[config.mk]
export PLATFORM = sky130hd
export DESIGN_NAME = mdio_peripheral
export DESIGN_NICKNAME = d
export VERILOG_FILES = /design/src/rtl/mdio_pkg.sv /design/src/rtl/mdio_peripheral.sv
export SDC_FILE = /design/constraint.sdc
export NUM_CORES = 1
export LEC_CHECK = 0
export CORE_MARGIN = 2
export CORE_UTILIZATION = 50
export CTS_CLUSTER_SIZE = 12
export DETAILED_ROUTE_END_ITERATION = 7
export PLACE_DENSITY = 0.8
export SYNTH_ARGS = -nofsm -noshare
export SYNTH_HDL_FRONTEND = slang
export SYNTH_SLANG_ARGS = --single-unit
[constraint.sdc]
create_clock -name clk -period 2.35 [get_ports clk]
set_clock_uncertainty 0.05 [all_clocks]
set_input_delay 0.3525 -clock clk [delete_from_list [all_inputs] [get_ports clk]]
set_output_delay 0.3525 -clock clk [all_outputs]
set_load 0.005 [all_outputs]
[src/rtl/mdio_pkg.sv]
// mdio_pkg: MDIO frame constants and peripheral state encoding shared by the peripheral and its bench
package mdio_pkg;
    localparam logic [1:0] OP_WR  = 2'b01;
    localparam logic [1:0] OP_RD  = 2'b10;
    localparam logic [1:0] ST_PAT = 2'b01;
    localparam logic [1:0] TA_PAT = 2'b10;
    localparam int W_ST    = 2;
    localparam int W_OP    = 2;
    localparam int W_PHY   = 5;
    localparam int W_REG   = 5;
    localparam int W_TA    = 2;
    localparam int W_DATA  = 16;
    localparam int W_HDR   = W_OP + W_PHY + W_REG;
    localparam int W_FRAME = W_ST + W_HDR + W_TA + W_DATA;
    typedef enum logic [2:0] {IDLE, START, HDR, TA_W, WDATA, TA_R, RDATA, SKIP} mdio_state_t;
endpackage

[src/rtl/mdio_peripheral.sv]
// mdio_peripheral: MDIO management slave decoding clause-22 frames into register-file strobes and serving reads
module mdio_peripheral
    import mdio_pkg::*;
#(
    parameter logic [4:0] PHY_ADDR = 5'h00
) (
    input  logic        clk,
    input  logic        reset,
    input  logic        MDC,
    input  logic        MDIO_OUT,
    input  logic        MDIO_OE,
    output logic        MDIO_IN,
    output logic        PHY_OE,
    output logic [4:0]  ADDR,
    output logic [15:0] WR_DATA,
    output logic        WR_STB,
    output logic        RD_STB,
    input  logic [15:0] REG_RD_DATA,
    output logic        FRAME_ERR
);
    mdio_state_t state, state_d;
    logic        mdc_q, rise, fall, cap_q;
    logic [4:0]  cnt, cnt_d, addr_d;
    logic [15:0] sh, sh_d, sh_in, tx, tx_d, wr_data_d;
    logic [1:0]  op;
    logic        mdio_in_d, phy_oe_d, wr_stb_d, rd_stb_d, err_d;

    assign rise  = MDC & ~mdc_q;
    assign fall  = ~MDC & mdc_q;
    assign sh_in = {sh[14:0], MDIO_OUT};
    assign op    = sh_in[W_PHY+W_REG+1 -: 2];

    always_comb begin
        state_d   = state;
        cnt_d     = cnt;
        sh_d      = sh;
        tx_d      = tx;
        mdio_in_d = MDIO_IN;
        phy_oe_d  = PHY_OE;
        addr_d    = ADDR;
        wr_data_d = WR_DATA;
        wr_stb_d  = 1'b0;
        rd_stb_d  = 1'b0;
        err_d     = 1'b0;
        case (state)
            IDLE:  if (rise && MDIO_OE && MDIO_OUT == ST_PAT[1]) state_d = START;
            START: if (rise && MDIO_OUT == ST_PAT[0]) begin
                state_d = HDR;
                cnt_d   = '0;
            end
            HDR: if (rise) begin
                sh_d  = sh_in;
                cnt_d = cnt + 5'd1;
                if (cnt == 5'(W_HDR - 1)) begin
                    cnt_d = '0;
                    if (op != OP_WR && op != OP_RD) begin
                        err_d   = 1'b1;
                        state_d = SKIP;
                    end else if (sh_in[W_REG +: W_PHY] != PHY_ADDR) begin
                        state_d = SKIP;
                    end else begin
                        addr_d   = sh_in[W_REG-1:0];
                        rd_stb_d = op == OP_RD;
                        state_d  = op == OP_RD ? TA_R : TA_W;
                    end
                end
            end
            TA_W: if (rise) begin
                sh_d  = sh_in;
                cnt_d = cnt + 5'd1;
                if (cnt == 5'(W_TA - 1)) begin
                    cnt_d   = '0;
                    err_d   = sh_in[1:0] != TA_PAT;
                    state_d = sh_in[1:0] == TA_PAT ? WDATA : IDLE;
                end
            end
            WDATA: if (rise) begin
                sh_d  = sh_in;
                cnt_d = cnt + 5'd1;
                if (!MDIO_OE) begin
                    err_d   = 1'b1;
                    cnt_d   = '0;
                    state_d = IDLE;
                end else if (cnt == 5'(W_DATA - 1)) begin
                    wr_data_d = sh_in;
                    wr_stb_d  = 1'b1;
                    cnt_d     = '0;
                    state_d   = IDLE;
                end
            end
            TA_R: begin
                // cap_q marks the clk where the register file output is valid
                if (cap_q) tx_d = REG_RD_DATA;
                if (fall && cnt == '0) begin
                    phy_oe_d  = 1'b1;
                    mdio_in_d = 1'b0;
                    cnt_d     = 5'd1;
                end else if (fall) begin
                    cnt_d   = '0;
                    state_d = RDATA;
                end
            end
            RDATA: if (fall && cnt != 5'(W_DATA)) begin
                mdio_in_d = tx[15];
                tx_d      = {tx[14:0], 1'b0};
                cnt_d     = cnt + 5'd1;
            end else if (rise && cnt == 5'(W_DATA)) begin
                phy_oe_d  = 1'b0;
                mdio_in_d = 1'b1;
                cnt_d     = '0;
                state_d   = IDLE;
            end
            SKIP: if (rise) begin
                cnt_d = cnt + 5'd1;
                if (cnt == 5'(W_TA + W_DATA - 1)) begin
                    cnt_d   = '0;
                    state_d = IDLE;
                end
            end
            default: state_d = IDLE;
        endcase
    end

    always_ff @(posedge clk or posedge reset) begin
        if (reset) begin
            state     <= IDLE;
            mdc_q     <= 1'b0;
            cap_q     <= 1'b0;
            cnt       <= '0;
            sh        <= '0;
            tx        <= '0;
            MDIO_IN   <= 1'b1;
            PHY_OE    <= 1'b0;
            ADDR      <= '0;
            WR_DATA   <= '0;
            WR_STB    <= 1'b0;
            RD_STB    <= 1'b0;
            FRAME_ERR <= 1'b0;
        end else begin
            state     <= state_d;
            mdc_q     <= MDC;
            cap_q     <= RD_STB;
            cnt       <= cnt_d;
            sh        <= sh_d;
            tx        <= tx_d;
            MDIO_IN   <= mdio_in_d;
            PHY_OE    <= phy_oe_d;
            ADDR      <= addr_d;
            WR_DATA   <= wr_data_d;
            WR_STB    <= wr_stb_d;
            RD_STB    <= rd_stb_d;
            FRAME_ERR <= err_d;
        end
    end
endmodule
==> results of run 1 <==
[report_power, final]
| part | leakage, nW | switching [mW] | internal, mW |
|---|---|---|---|
| Clock | 0.0924 | 0.459 | 0.411 |
| Combinational | 0.912 | 0.552 | 0.514 |
| Sequential | 0.888 | 0.242 | 1.40 |
| Total | 1.89 | 1.25 | 2.32 |
[final cells by class]
cell class / instances / area share [%]
clock buffers: 10 / 3.35
clock inverters: 6 / 0.973
inverters: 11 / 1.00
multi-input cells: 203 / 36.3
flip-flops and latches: 67 / 40.8
well taps: 77 / 2.34
repair buffers: 63 / 15.2
[logic make-up after synthesis]
logic type | after synthesis | synth area share [%]
XOR/XNOR | 1 | 0.265
adder cells (fa/ha/maj) | 6 | 2.27
AO/OA/AOI/OAI | 58 | 12.5
buffers and inverters | 30 | 4.09
multiplexers | 42 | 14.3
flip-flops | 67 | 50.8
AND/OR/NAND/NOR | 96 | 15.7
[cell usage in the layout (no fill, tap or decap), types with 8 or more instances in the layout]
cell type / instances
sky130_fd_sc_hd__a41oi_1: 14
sky130_fd_sc_hd__nand2_1: 45
sky130_fd_sc_hd__clkdlybuf4s50_1: 46
sky130_fd_sc_hd__nor3_1: 8
sky130_fd_sc_hd__a21oi_1: 19
sky130_fd_sc_hd__inv_1: 10
sky130_fd_sc_hd__buf_4: 14
sky130_fd_sc_hd__mux2_2: 37
sky130_fd_sc_hd__clkbuf_8: 10
sky130_fd_sc_hd__dfrtp_1: 66
[worst paths after layout]
kind / start / endpoint / slack, ns / cells past startpoint
min in group clk: RD_STB$_DFF_PP0_ / cap_q$_DFF_PP0_ / 0.34 / 0
min reg2reg: RD_STB$_DFF_PP0_ / cap_q$_DFF_PP0_ / 0.34 / 0
min: reset / tx[7]$_DFFE_PP0P_ / 0.30 / 2
max: state[1]$_DFFE_PP0P_ / cnt[3]$_DFFE_PP0P_ / 0.22 / 5
max in group asynchronous: reset / state[2]$_DFFE_PP0P_ / 1.35 / 3
max reg2reg: state[1]$_DFFE_PP0P_ / cnt[3]$_DFFE_PP0P_ / 0.22 / 5
[layer usage]
layer / up-vias / share of wire, %
met5: - / 0
met4: 0 / 1.2
met3: 9 / 5.4
met2: 57 / 47
met1: 1209 / 46
li1: 1205 / -
[metrics by stage]
stage	cell area [um^2]	hold WS, ns	util (%)	worst slack, ns	power [mW]
after global placement	3930	0.330	61.5	0.0902	2.66
after floorplan	3300	0.326	-	0.266	2.39
after global routing	4110	0.344	64.4	0.0804	3.81
after detailed placement	3930	0.335	61.5	0.0633	2.72
after CTS	4110	0.311	64.3	0.151	3.59
final	4110	0.298	64.4	0.218	3.57
[sequential cells by signal, indices dropped and copies added, names as in the netlist]
register,cells
tx,16
PHY_OE,1
WR_DATA,16
RD_STB,1
FRAME_ERR,1
cnt,5
state,3
ADDR,5
WR_STB,1
MDIO_IN,1
sh,15
mdc_q,1
cap_q,1
[what timing repair did]
item	4_1_cts	5_1_grt
resized for setup	0	1
buffers inserted	0	0
setup endpoints to repair	0	4
==> run summary, run 1 <==
The floorplan has 29 rows. For the via count of the first global-routing pass, the log shows 2,477. In the final routed layout, each cell accounts on average for 16.0 um. The final critical path takes up 90.7% of the cycle.

The number of buffers added by the clock tree synthesis step was 9; the number of H-tree levels was 3. The run gives 518 as the number of filler cells placed in the layout. During synthesis, Yosys emitted a total of 0 warnings. The area growth from synthesis to layout is 24.6%.

The final max-slew violation count was 0. The cell area after synthesis is 3300 um^2, and the antenna diode count is 0. Cells with a size suffix above 1 make up 22.2% of the layout. For this run, the slowest stage of the critical path takes 0.56 ns. The worst path needs 2.13 ns of the cycle, external delays included.

Synthesis produced a netlist with a net count of 327. Setup repair after global routing left no endpoint under its margin. Averaged over all synthesized cells, the footprint is 11.0 um^2. The post-route non-filler standard cell count was 437.

The detailed router placed 2,480 vias in this run. Once detail routing completed, the nets flagged for antenna violations numbered 0. The net count of the finished layout is 382. In this run the worst path has a maximum fanout of 15.

The run gives 421 as the total placed cells including tap cells. Walking the worst path, the cells encountered are nand2b_1 -> a221oi_1 -> a22o_1 -> or2_4 -> o211ai_2. The category of cells accounting for the largest share of critical-path delay is compound AO/OA/AOI/OAI gates. The starting utilization of the core area was 51.7%.

Among all cell types in the netlist, the one instantiated most often is sky130_fd_sc_hd__dfrtp_1. Dominant register cell in the synthesized netlist: sky130_fd_sc_hd__dfrtp_1. Number of sinks on the clock net: 67. The cell type contributing the most total cell area after synthesis is sky130_fd_sc_hd__dfrtp_1. The fraction of post-synthesis cell area in the top cell type by area is 50.0%. The combined area of the multi-input logic cells was 1500 um^2; the tightest slew margin relative to the limit was 66.3%.

The height of the die is 85.3 um, and the hold buffer count at CTS is 0. The total iterations of the first detailed-routing run was 4; the width of the die was 85.3 um. Global routing consumed, over all layers together, 20.9% of the routing resources. The ratio of routed vias to standard cells works out to 5.68.

Counting instances in the post-synthesis netlist gives the leading cell types as 66 x sky130_fd_sc_hd__dfrtp_1, 45 x sky130_fd_sc_hd__nand2_1, 37 x sky130_fd_sc_hd__mux2_2. During I/O placement, the number of pins put on the boundary was 47. TritonCTS built the clock tree. Path type of the worst min-delay path: in -> async.

For this run, global-route usage on met2 was measured as 32.2%. The first global-routing pass estimated 12,100 um of wire. Yosys mapped a number of flops with a built-in enable equal to 0. The fraction of registers with async set or reset after synthesis is 100%, and the worst-skew pair later-pin latency is 0.35 ns.

The element type at the critical path end was a flop. Entering global routing, the biggest net connects 46 pins. Sorting the synthesized cells by area gives the leading types as sky130_fd_sc_hd__dfrtp_1 50%, sky130_fd_sc_hd__mux2_2 13%, sky130_fd_sc_hd__nand2_1 5.1%.

In this run the static leakage power is 1.89 nW. The storage element area was 1680 um^2. The logs give 0 for the number of max-cap violations and 6.61% for the met3 layer usage reported by global route. The clock slew seen by the registers of the worst setup and hold paths was 0.08 ns; the maximum buffer depth of the clock tree was 2.

The global-route met1 utilization was 28.7%; the critical path arrival was 2.32 ns. Final sum of negative setup slack: 0 ns. Routability congestion estimate: 0.852. The tree is rooted in a sky130_fd_sc_hd__clkbuf_8.

For the pin with the worst max-slew slack, the measured transition is 0.505 ns. Initial detailed-routing violation count: 152. Distinct cell type count after synthesis: 51.

The number of DRC violations after detailed routing came out at 0. The run gives 0 as the residual overflow from global routing. Data on the critical path is required at its endpoint by 2.54 ns. Input and output buffers added on the ports amount to 46.

The tools report the maximum operating frequency as 469 MHz. Together, buffers and inverters on the worst path number 0. The number of hold violations in the final report is 0, and the power density over cell area is 869 nW/um^2.

The sequential area share after synthesis was 50.8%. The worst setup path is of the reg -> reg kind. The total of flip-flops plus latches after synthesis is 67. The routed design has 6980 um of wire. Synthesis produced a netlist whose cell count is 300. VDD sags by at most 0.698 mV. The layer flagged by global routing as most heavily used is met2. The floorplan step defined a die boundary enclosing 7270 um^2. The core region is 6390 um^2.

The tools report the number of antenna violations at the first check in global routing as 0. The run finished with clean final reports. The category of the worst setup path launch point was a flop. The run gives 4920 um as the detailed placer's ending HPWL. The number of setup violations in the final report is 0. Cell at the slowest stage of the critical path: sky130_fd_sc_hd__dfrtp_1.
No activity file was read; power rests on OpenSTA's default activity.
==> run 2: changes to the inputs <==
- CAP_MARGIN: default -> 20
- SKIP_LAST_GASP: default -> 1
==> results of run 2 <==
Same layout as run 1: the final DEF is identical, and so are final timing and power.
==> run 3: changes to the inputs <==
- ABC_AREA: default -> 1
- SLEW_MARGIN: default -> 25
==> run 3 against run 2 <==
  * Wire length up 12%
  * Setup slack better by 0.039 ns
  * Critical path depth up 8
  * Global-route usage up 3.1 points
  * Total power down 5.5%
  * Flip-flop and latch count unchanged
  * Synthesized area up 0.72%
  * Die area up 0.68%
  * Sequential power down 9.8%
  * Count of clock-buffer cells in the layout up 3
  * Worst hold slack better by 0.0062 ns
  * Non-clock buffer count down 4
==> run summary, run 3 <==
Setup repair after global routing left no endpoint under its margin. The portion of the clock cycle consumed by the worst path in the final layout is 89.1%, and the proportion of power drawn by the clock network is 25.6%. The logs give 0 for the number of antenna violations at the first check in global routing and 423 for the number of instances in the synthesized netlist. The total of flip-flops plus latches after synthesis works out to 67. Cells with a size suffix above 1 make up 7.64% of the layout.

Width of the die: 85.6 um. The synthesized netlist occupies a cell area of 3330 um^2. Power spread over the standard cell area amounts to 816 nW/um^2.

The tools report the total track usage as 24.1%. The wire length of the first global-routing pass was 13,700 um. For the proportion of power drawn by combinational gates, the log shows 30.5%.

The clock slew seen by the registers of the worst setup and hold paths is 0.08 ns. The worst path in the final design needs a cycle of 2.09 ns, including I/O delays and setup. The maximum operating frequency is 478 MHz, and the internal power contribution is 2.13 mW. The number of buffers added by the clock tree synthesis step is 9. After synthesis, the most frequently instantiated cells are 105 x sky130_fd_sc_hd__nand2_1, 66 x sky130_fd_sc_hd__dfrtp_1, 58 x sky130_fd_sc_hd__o21ai_0. The total area inside the core boundary comes to 6390 um^2. The top cell type by area accounts for 49.7% of the synthesized area. Leaving out fill and tap cells, the most frequent cells in the layout are 105 x sky130_fd_sc_hd__nand2_1, 65 x sky130_fd_sc_hd__dfrtp_1, 58 x sky130_fd_sc_hd__o21ai_0. The dominant register cell in the synthesized netlist is sky130_fd_sc_hd__dfrtp_1. The antenna diode count was 0; the relative area change from synthesis to final layout was 24.4%. The largest registers in the layout are WR_DATA x16, tx x16, sh x15. The average instance in the mapped netlist occupies 7.86 um^2. The tightest slew margin relative to the limit was 69.1%. CTS placed an instance of sky130_fd_sc_hd__clkbuf_8 at the clock tree root. The leakage power summed over all cells was 1.91 nW; the number of setup violations in the final report was 0. At the end of routability-driven placement, the weighted congestion stood at 0.946.

The number of nets handed over by synthesis was 450. The tools report the detailed placer's ending HPWL as 5480 um. In the final design database the tool counted 506 nets. Buffers inserted to repair hold after CTS numbered 0. After routing, the total negative slack on setup checks comes to 0 ns. Routed length per placed instance: 13.9 um. The run gives 2,940 as the via count of the first global-routing pass. Number of max-cap violations: 0. Kind of critical path: reg -> reg. The pin count of the biggest net entering global routing came out at 33. TritonCTS built the clock tree. The smallest setup slack after layout came out at 0.257 ns. The first routing iteration left 233 violations. CTS saw 67 sinks. The residual overflow from global routing came out at 0. The tools report the element type at the critical path end as a flop. The ratio of routed vias to standard cells came out at 5.40. The die covers 7320 um^2. The total length of routed wires was 7800 um; the total iterations of the first detailed-routing run was 7. At the worst endpoint, the arrival time is 2.29 ns. The clock tree synthesis step divided the H-tree into 3 levels. The synthesized design contains 0 enable-type register cells. Port buffering added 46 buffers.

For this design the total switching power over the nets is 1.25 mW. The routed layout has 3,028 vias. The logs give 0.35 ns for the worst-skew pair later-pin latency and 0 for the post-detailed-route count of antenna-violating nets. STA puts the critical path data required time at 2.55 ns.

The netlist uses 22 different library cells. Yosys printed 0 warnings. Yosys instantiated no cell more often than sky130_fd_sc_hd__nand2_1. The worst setup path is launched from a flop.

The clock passes through at most 2 buffers. The run gives 50.5% as the sequential area share after synthesis. The initial utilization of the core area, before any placement, comes to 52.1%. The tools report the sequential power share as 43.8%. For the pin with the worst max-slew slack, the measured transition is 0.462 ns. Row generation in the floorplan step produced 29 rows.

The library cell used most frequently in the layout, excluding fill and tap cells, is sky130_fd_sc_hd__nand2_1. In the routed design, unresolved DRC markers number 0. sky130_fd_sc_hd__dfrtp_1 takes more of the synthesized area than any other cell. The biggest fanout along the worst timing path is 5. Sorting the synthesized cells by area gives the leading types as sky130_fd_sc_hd__dfrtp_1 50%, sky130_fd_sc_hd__nand2_1 12%, sky130_fd_sc_hd__o21ai_0 8.7%. The placement-stage worst setup slack was 0.152 ns; the fraction of registers with async set or reset after synthesis was 100%.

In this run switching power makes up 37.1% of total power. Number of hold violations in the final report: 0. During I/O placement, the number of pins put on the boundary was 47. The height of the die works out to 85.6 um. The run gives 0 as the final max-slew violation count. In this run the worst hold path is classified as in -> async.

The run finished with clean final reports. For the worst supply voltage drop on vdd, the log shows 0.471 mV.
-- run 3: kinds of logic after synthesis --
kind of cell / count (synthesis) / share of synthesized area [%]
compound gates: 85 / 13.8
xor+xnor: 1 / 0.263
fa+ha+maj: 6 / 2.26
buf+inv: 72 / 8.39
flops: 67 / 50.5
simple gates: 192 / 24.8
-- run 3: per-layer routing --
layer / vias to the layer above / part of all wire [%] / track usage [%] / wire length, um
met1: 1414 / 45 / 32.6 / 3530
li1: 1490 / - / - / -
met2: 105 / 48 / 37.7 / 3710
met4: 0 / 1.9 / 8.51 / 151
met3: 19 / 5.3 / 6.35 / 413
met5: - / 0 / 0 / 0
-- run 3: final cells by class --
cell class	instances	area, um^2
sequential	67	1680
tap	77	96.3
multi-input combinational	284	1380
timing repair buffer	59	596
inverter	58	218
clock inverter	3	23.8
fill	522	2250
clock buffer	13	149
-- run 3: power groups by stage --
stage                     clock network (mW)  logic, mW  registers (mW)
after floorplan                            0      0.704            1.46
after global placement                     0      0.988            1.49
after detailed placement                   0       1.00            1.50
after CTS                              0.875       1.02            1.48
after global routing                   0.934       1.19            1.50
final                                  0.866       1.03            1.48
-- run 3: critical path: stages (launching register included) --
cell	delay [ns]
sky130_fd_sc_hd__dfrtp_1	0.43
sky130_fd_sc_hd__ha_1	0.23
sky130_fd_sc_hd__nand3_1	0.11
sky130_fd_sc_hd__inv_1	0.08
sky130_fd_sc_hd__ha_1	0.22
sky130_fd_sc_hd__inv_1	0.10
sky130_fd_sc_hd__nand2_1	0.07
sky130_fd_sc_hd__nor2_1	0.05
sky130_fd_sc_hd__nor2_1	0.10
sky130_fd_sc_hd__nand2_1	0.07
sky130_fd_sc_hd__nor2_2	0.16
sky130_fd_sc_hd__nand3_1	0.16
sky130_fd_sc_hd__nand2_1	0.11
sky130_fd_sc_hd__nand2_1	0.05
-- run 3: through the flow --
step,util [%],power [mW],hold slack (ns),std cells,instance area (um^2)
floorplan,-,2.16,0.326,423,3330
global placement,62.0,2.48,0.307,545,3960
detailed placement,62.0,2.50,0.312,545,3960
CTS,64.7,3.37,0.294,561,4130
global route,64.8,3.63,0.340,561,4140
finish,64.8,3.38,0.304,561,4140
-- run 3: path summary, 6_finish.rpt --
kind	from	to	slack (ns)	cells past startpoint
max	cnt[0]$_DFFE_PP0P_	state[1]$_DFFE_PP0P_	0.26	13
min	reset	WR_DATA[15]$_DFFE_PP0P_	0.30	2
max reg2reg	cnt[0]$_DFFE_PP0P_	state[1]$_DFFE_PP0P_	0.26	13
min reg2reg	RD_STB$_DFF_PP0_	cap_q$_DFF_PP0_	0.33	0
max in group asynchronous	reset	WR_DATA[1]$_DFFE_PP0P_	1.33	3
min in group clk	RD_STB$_DFF_PP0_	cap_q$_DFF_PP0_	0.33	0
-- run 3: timing repair --
action / in CTS / in global routing
buffers inserted: 0 / 0
hold endpoints to repair: 0 / 0
resized for setup: 0 / 2
endpoints found under the setup margin: 0 / 3
